==> src/rtl/fim_strobe_xfer_sched.sv <==
// Source-domain scheduler: round-robin over captured request pulses, one
// crossing strobe per transfer with held ID/data, optional ack wait and gap.
module fim_strobe_xfer_sched #(
    parameter int NUM_REQ     = 4,
    parameter int DATA_W      = 8,
    parameter int MIN_GAP     = 6,
    parameter int USE_ACK     = 1,
    parameter int ACK_TIMEOUT = 64,
    localparam int ID_W       = $clog2(NUM_REQ)
) (
    input  logic                      clk,
    input  logic                      srst,
    input  logic [NUM_REQ-1:0]        req_pulse,
    input  logic [NUM_REQ*DATA_W-1:0] req_data,
    output logic [NUM_REQ-1:0]        req_pending,
    output logic [NUM_REQ-1:0]        req_ovf,
    output logic                      xfer_pulse,
    output logic [ID_W-1:0]           xfer_id,
    output logic [DATA_W-1:0]         xfer_data,
    input  logic                      ack_pulse,
    output logic                      timeout_pulse,
    output logic                      busy
);

    localparam int TMR_W = $clog2(ACK_TIMEOUT);
    localparam int GAP_W = $clog2(MIN_GAP + 1);

    typedef enum logic [1:0] {IDLE, SEND, WAIT_ACK, GAP} state_t;

    state_t             state, state_nxt;
    logic [NUM_REQ-1:0] pending;
    logic [NUM_REQ-1:0] ovf;
    logic [DATA_W-1:0]  hold_data [NUM_REQ];
    logic [ID_W-1:0]    last_grant;
    logic [TMR_W-1:0]   timer;
    logic [GAP_W-1:0]   gap_cnt;
    logic               win_valid;
    logic [ID_W-1:0]    win_id;
    logic               grant;
    logic [NUM_REQ-1:0] grant_vec;
    logic               timeout_hit;

    // Two-pass round robin: first look above last_grant, then wrap to the bottom.
    always_comb begin
        win_valid = 1'b0;
        win_id    = '0;
        for (int i = 0; i < NUM_REQ; i++) begin
            if (!win_valid && pending[i] && (ID_W'(i) > last_grant)) begin
                win_valid = 1'b1;
                win_id    = ID_W'(i);
            end
        end
        for (int i = 0; i < NUM_REQ; i++) begin
            if (!win_valid && pending[i]) begin
                win_valid = 1'b1;
                win_id    = ID_W'(i);
            end
        end
    end

    always_comb begin
        grant     = (state == IDLE) && win_valid;
        grant_vec = '0;
        if (grant) begin
            grant_vec[win_id] = 1'b1;
        end
    end

    // A new pulse in the grant cycle re-arms pending and is not an overflow.
    always_ff @(posedge clk) begin
        if (srst) begin
            pending <= '0;
            ovf     <= '0;
            for (int i = 0; i < NUM_REQ; i++) begin
                hold_data[i] <= '0;
            end
        end else begin
            pending <= (pending & ~grant_vec) | req_pulse;
            ovf     <= req_pulse & pending & ~grant_vec;
            for (int i = 0; i < NUM_REQ; i++) begin
                if (req_pulse[i]) begin
                    hold_data[i] <= req_data[i*DATA_W +: DATA_W];
                end
            end
        end
    end

    always_ff @(posedge clk) begin
        if (srst) begin
            state      <= IDLE;
            timer      <= '0;
            gap_cnt    <= '0;
            last_grant <= ID_W'(NUM_REQ - 1);
            xfer_id    <= '0;
            xfer_data  <= '0;
        end else begin
            state   <= state_nxt;
            timer   <= (state == WAIT_ACK) ? timer + 1'b1 : '0;
            gap_cnt <= (state == GAP) ? gap_cnt + 1'b1 : '0;
            if (grant) begin
                last_grant <= win_id;
                xfer_id    <= win_id;
                xfer_data  <= hold_data[win_id];
            end
        end
    end

    // Ack is only looked at in WAIT_ACK and takes precedence over the timeout.
    always_comb begin
        state_nxt   = state;
        timeout_hit = 1'b0;
        case (state)
            IDLE:     if (win_valid) state_nxt = SEND;
            SEND:     state_nxt = (USE_ACK != 0) ? WAIT_ACK : GAP;
            WAIT_ACK: begin
                if (ack_pulse) begin
                    state_nxt = GAP;
                end else if (timer == TMR_W'(ACK_TIMEOUT - 1)) begin
                    timeout_hit = 1'b1;
                    state_nxt   = GAP;
                end
            end
            GAP:      if (gap_cnt == GAP_W'(MIN_GAP - 1)) state_nxt = IDLE;
            default:  state_nxt = IDLE;
        endcase
    end

    assign req_pending   = pending;
    assign req_ovf       = ovf;
    assign xfer_pulse    = (state == SEND);
    assign timeout_pulse = timeout_hit;
    assign busy          = (state != IDLE);

endmodule

==> config.mk <==
export PLATFORM = sky130hd
export DESIGN_NAME = fim_strobe_xfer_sched
export DESIGN_NICKNAME = d
export VERILOG_FILES = /design/src/rtl/fim_strobe_xfer_sched.sv
export SDC_FILE = /design/constraint.sdc
export NUM_CORES = 1
export LEC_CHECK = 0
export BUFFER_PORTS_ARGS = -buffer_cell sky130_fd_sc_hd__clkbuf_2
export CORE_UTILIZATION = 29
export CTS_BUF_LIST = sky130_fd_sc_hd__clkbuf_16
export CTS_CLUSTER_SIZE = 12
export DETAILED_ROUTE_END_ITERATION = 6
export PLACE_DENSITY = 0.6
export REMOVE_ABC_BUFFERS = 1
export SLEW_MARGIN = 10
export SYNTH_ARGS = -nofsm -noshare
export SYNTH_HDL_FRONTEND = slang
export SYNTH_SLANG_ARGS = --single-unit
==> constraint.sdc <==
create_clock -name clk -period 2.8 [get_ports clk]
set_input_delay 0.56 -clock clk [delete_from_list [all_inputs] [get_ports clk]]
set_output_delay 0.56 -clock clk [all_outputs]
set_load 0.02 [all_outputs]
Word-level counts from Yosys, hierarchy flattened. Memory sizes are Yosys's and may differ from the RTL's. A register that Yosys moved wholly into a read port is not among the register bits. Index checks and enable logic that the tools add are counted.

Bits in registers: 23. Bits in writable memories: 32. Bits of input ports: 39. Output and inout bits: 21. Memories: 1.

Add/subtract/negate cells: 2. Magnitude comparators: 6. Equal/unequal tests: 8. Multiplexer cells: 44. Bitwise gates (word level): 11. Reduce and logical (&&, ||, !) cells: 25.

Memories: hold_data (depth 4, width 8, read ports 1, clocked after memory_dff 1, write ports 4, RTL line 33) `logic [DATA_W-1:0] hold_data [NUM_REQ];`.

Operators by type and width (count): $mux 8 (4); $mux 1 (27); $mux 2 (10); $logic_and 1x1->1 (13); $and 4x4->4 (3); $pmux 2 s4 (1); $logic_not 1->1 (7); $add 6x1->6 const B (1); $eq 6x6->1 const B (1); $eq 2x2->1 const B (2); $gt 1x2->1 const A (2); $gt 2x2->1 const A (2); $mux 4 (1); $not 4->4 (1); $or 1x1->1 (4); $or 4x4->4 (1); $reduce_or 2->1 (2); $add 3x1->3 const B (1); $eq 3x3->1 const B (1); $lt 2x3->1 const B (1); $ne 3x2->1 const B (1); $reduce_and 3->1 (1); $demux 1 s2 (1); $eq 2x1->1 const B (1); other kinds (6) (7).

Depth between registers and ports, before layout.
Depth in word-level cells: 35. Gate-level depth with buffers: 7.

Least setup slack after synthesis. OpenSTA, ideal clock, no wires.

Kind: reg-to-output. From: reg timer[0]. To: out timeout_pulse. Arrival: 1.128 ns. Data required time: 2.240 ns. Path slack: 1.112 ns. Stages on the path, launching flop included: 5. Buffers on the path: 0. Cells stage by stage: dfxtp_1 ha_1 nand3_1 or2_0 nor2b_1.

Cells in the longest elaborated chain, start to end: 4.

Ends and longest elaborated chain: start, declared (RTL line 35) `logic [TMR_W-1:0] timer;`; start signal, assigned (RTL line 98) `timer <= (state == WAIT_ACK) ? timer + 1'b1 : '0;`; $eq 6x6->1 (RTL line 118) `end else if (timer == TMR_W'(ACK_TIMEOUT - 1)) begin`; $mux 1 (RTL line 118); $mux 1 (RTL line 116) `if (ack_pulse) begin`; $mux 1 (RTL line 112) `case (state)`; end, declared (RTL line 21) `output logic timeout_pulse,`.

No other way between the ends.

Worst setup path after layout. Same ends and word-level chain as after synthesis.

==> out/qor.csv <==
metric,value,unit
yosys.area_share.simple,0.182,
netlist_area,2800,sq um
finalSetupViolCount,0,
dieArea,10000,sq um
critical-path-top-delay-family,simple AND/OR/NAND/NOR gates,
critPathSlowestCell,dfxtp_1,
fin_crit_sh,0.738,
start_util,0.301,
cp_cell_sequence,"ha_1, nand3_1, or2_0, nor2b_1, clkbuf_2",
rows,35,
dr.pass1.iters,5,
place_area,3190,sq um
tightest_slew,0.541,ns
place_inst,423,
ctsResizeCount,0,
ys_warn_count,0,
synth_compound_area_frac,0.159,
numCtsBuffers,9,
cts.root.buffer_cell,clkbuf_16,
drive_above_1_share,0.287,
power_density,898,nW/um^2
yosys.area_share.adder,0.0313,
whs_path_depth,1,
synth-edff-count,32,
stdcell_area,3520,sq um
vias,2080,
gp_congestion,0.765,
clock_sinks,63,
relSlewSlack,0.639,
io_pins,60,
drc_errors,0,
min_period,2.07,ns
htreeDepth,3,
synth_xor_area_frac,0.0125,
drt_iter0_drc,133,
worstPathArrival,1.51,ns
critPathMaxStageDelay,0.35,ns
place_ws,0.888,ns
rsz0062_at_grt,false,
wire_per_inst,14.4,microns
min_from,timer[0],
area_growth,25.8,%
p_total,3.16,mW
port_buffers,59,
path_max_fanout,3,
fmax,484,MHz
path_buf_inv,1,
cp.required,2.24,ns
hpwl,4.56,mm
clkLatencyLatePin,0.33,ns
synth-main-ff-cell,edfxtp_1,
synth_area_leaders,"edfxtp_1, dfxtp_1, and3_1",
reg2regPathDepth,5,
synth_top_family_by_area,simple AND/OR/NAND/NOR gates,
r2r-end,xfer_data[3],
r2r_slack,0.87,ns
fin_tns_setup,0,ns
outcome,"complete, no violations",
vdd_ir_drop_max,0.359,mV
synth_common_cells,"and3_1, edfxtp_1, dfxtp_1",
vias_per_cell,4.74,
track_usage,0.134,
synth-async-reset-ratio,0,
yosysTopAreaCellShare,0.343,
grt-ovfl-total,0,
yosysMostFrequentCell,and3_1,
synthMuxAreaShare,0.00760,
final_cells,439,
cts-hold-fix-buffers,0,
final.setup.worst_slack,0.733,ns
ys_seq_area_frac,0.565,
finalHoldViolations,0,
drtAntennaViolNets,0,
cts_tree,yes,
clk_pin_slew_worst_paths,0.05,ns
drv_slew,0,
critPathLaunchType,flop,
clock_path_buffers,2,
finClkSkew,0.00583,ns
critical_path_class,flop to primary output,
r2r_start,last_grant[1],
netlist_instances,246,
coreArea,9280,sq um
yosysUniqueCellTypes,49,
p_leak,1.57,nW
synth_top_cell_by_area,edfxtp_1,
grt_pass1_vias,2050,
grt_pass1_wl,9.98,mm
cts_setup_buffers,0,
syn_area_per_cell,11.4,sq um
ys_ff_latch,63,
cp-end-kind,primary output,
nets,351,
grt_max_degree,22,
cap_violations,0,
hp-class,flop to flop,
routed_wl,6.31,mm
dieHeight,100,microns
min_to,timer[0],
antenna_cells,0,
fp.dieW,100,microns
antenna_found_initial,0,
-- flip-flops by register name, indices dropped and copies added (netlist names) --
signal / count
state: 2
req_ovf: 4
hold_data: 32
gap_cnt: 3
xfer_data: 8
xfer_id: 2
last_grant: 2
req_pending: 4
timer: 6
-- layout make-up --
class	count	area, sq um
Fill cell	959	5760
Sequential cell	63	1580
Multi-Input combinational cell	160	1100
Timing Repair Buffer	62	318
Clock buffer	9	225
Tap cell	129	161
Clock inverter	7	103
Inverter	9	33.8
-- power by group --
part,total (mW),internal (mW),switching [mW],leakage [nW]
Clock,1.22,0.789,0.434,0.157
Sequential,1.20,1.09,0.103,0.598
Combinational,0.743,0.290,0.454,0.815
-- routing by layer --
layer,vias up,GRT usage,part of all wire
met2,66,0.219,0.48
met1,971,0.165,0.45
li1,1032,-,-
met5,-,0,0
met4,0,0.0780,0.020
met3,11,0.0265,0.050
-- worst max-delay path by stage --
stage	endpoint	cells past startpoint	slack (ns)	from
6_report	timeout_pulse	5	0.73	timer[0]
5_1_grt	timeout_pulse	5	0.58	timer[0]
4_1_cts	timeout_pulse	5	0.71	timer[0]
3_5_place_dp	xfer_data[3]	5	0.89	last_grant[1]
3_3_place_gp	xfer_data[7]	5	0.98	state[0]
2_1_floorplan	timeout_pulse	4	1.11	timer[0]
-- through the flow --
stage	util	hold slack, ns
6_report	0.379	0.450
5_1_grt	0.379	0.471
4_1_cts	0.379	0.457
3_5_place_dp	0.344	0.446
3_3_place_gp	0.344	0.432
2_1_floorplan	-	0.418
-- kinds of logic (layout without fill, tap and decap cells) --
logic type	after synthesis	after routing
xor gates and xnor gates	4	4
muxes	2	2
adders and majority gates	7	7
DFF	63	63
buffers and inverters	23	87
AOI/OAI and AO/OA	59	59
and+or+nand+nor	88	88
-- cell usage in the layout, fill, tap and decap left out, drive strengths merged, types with 2 or more instances in the layout --
cell    synthesis  layout
a21bo           2       2
a21boi         10      10
a21oi          16      16
a222oi          8       8
and2            9       9
and3           34      34
buf             8       3
bufinv          0       2
clkbuf          6      68
dfxtp          31      31
edfxtp         32      32
ha              7       7
inv             9      12
nand2           9       9
nand2b          3       3
nand3           3       3
nor2           12      12
nor2b           7       7
nor3            5       5
o21ai          11      11
o21bai          2       2
or2             2       2
xnor2           2       2
xor2            2       2
(Power assumes the default switching activity.)
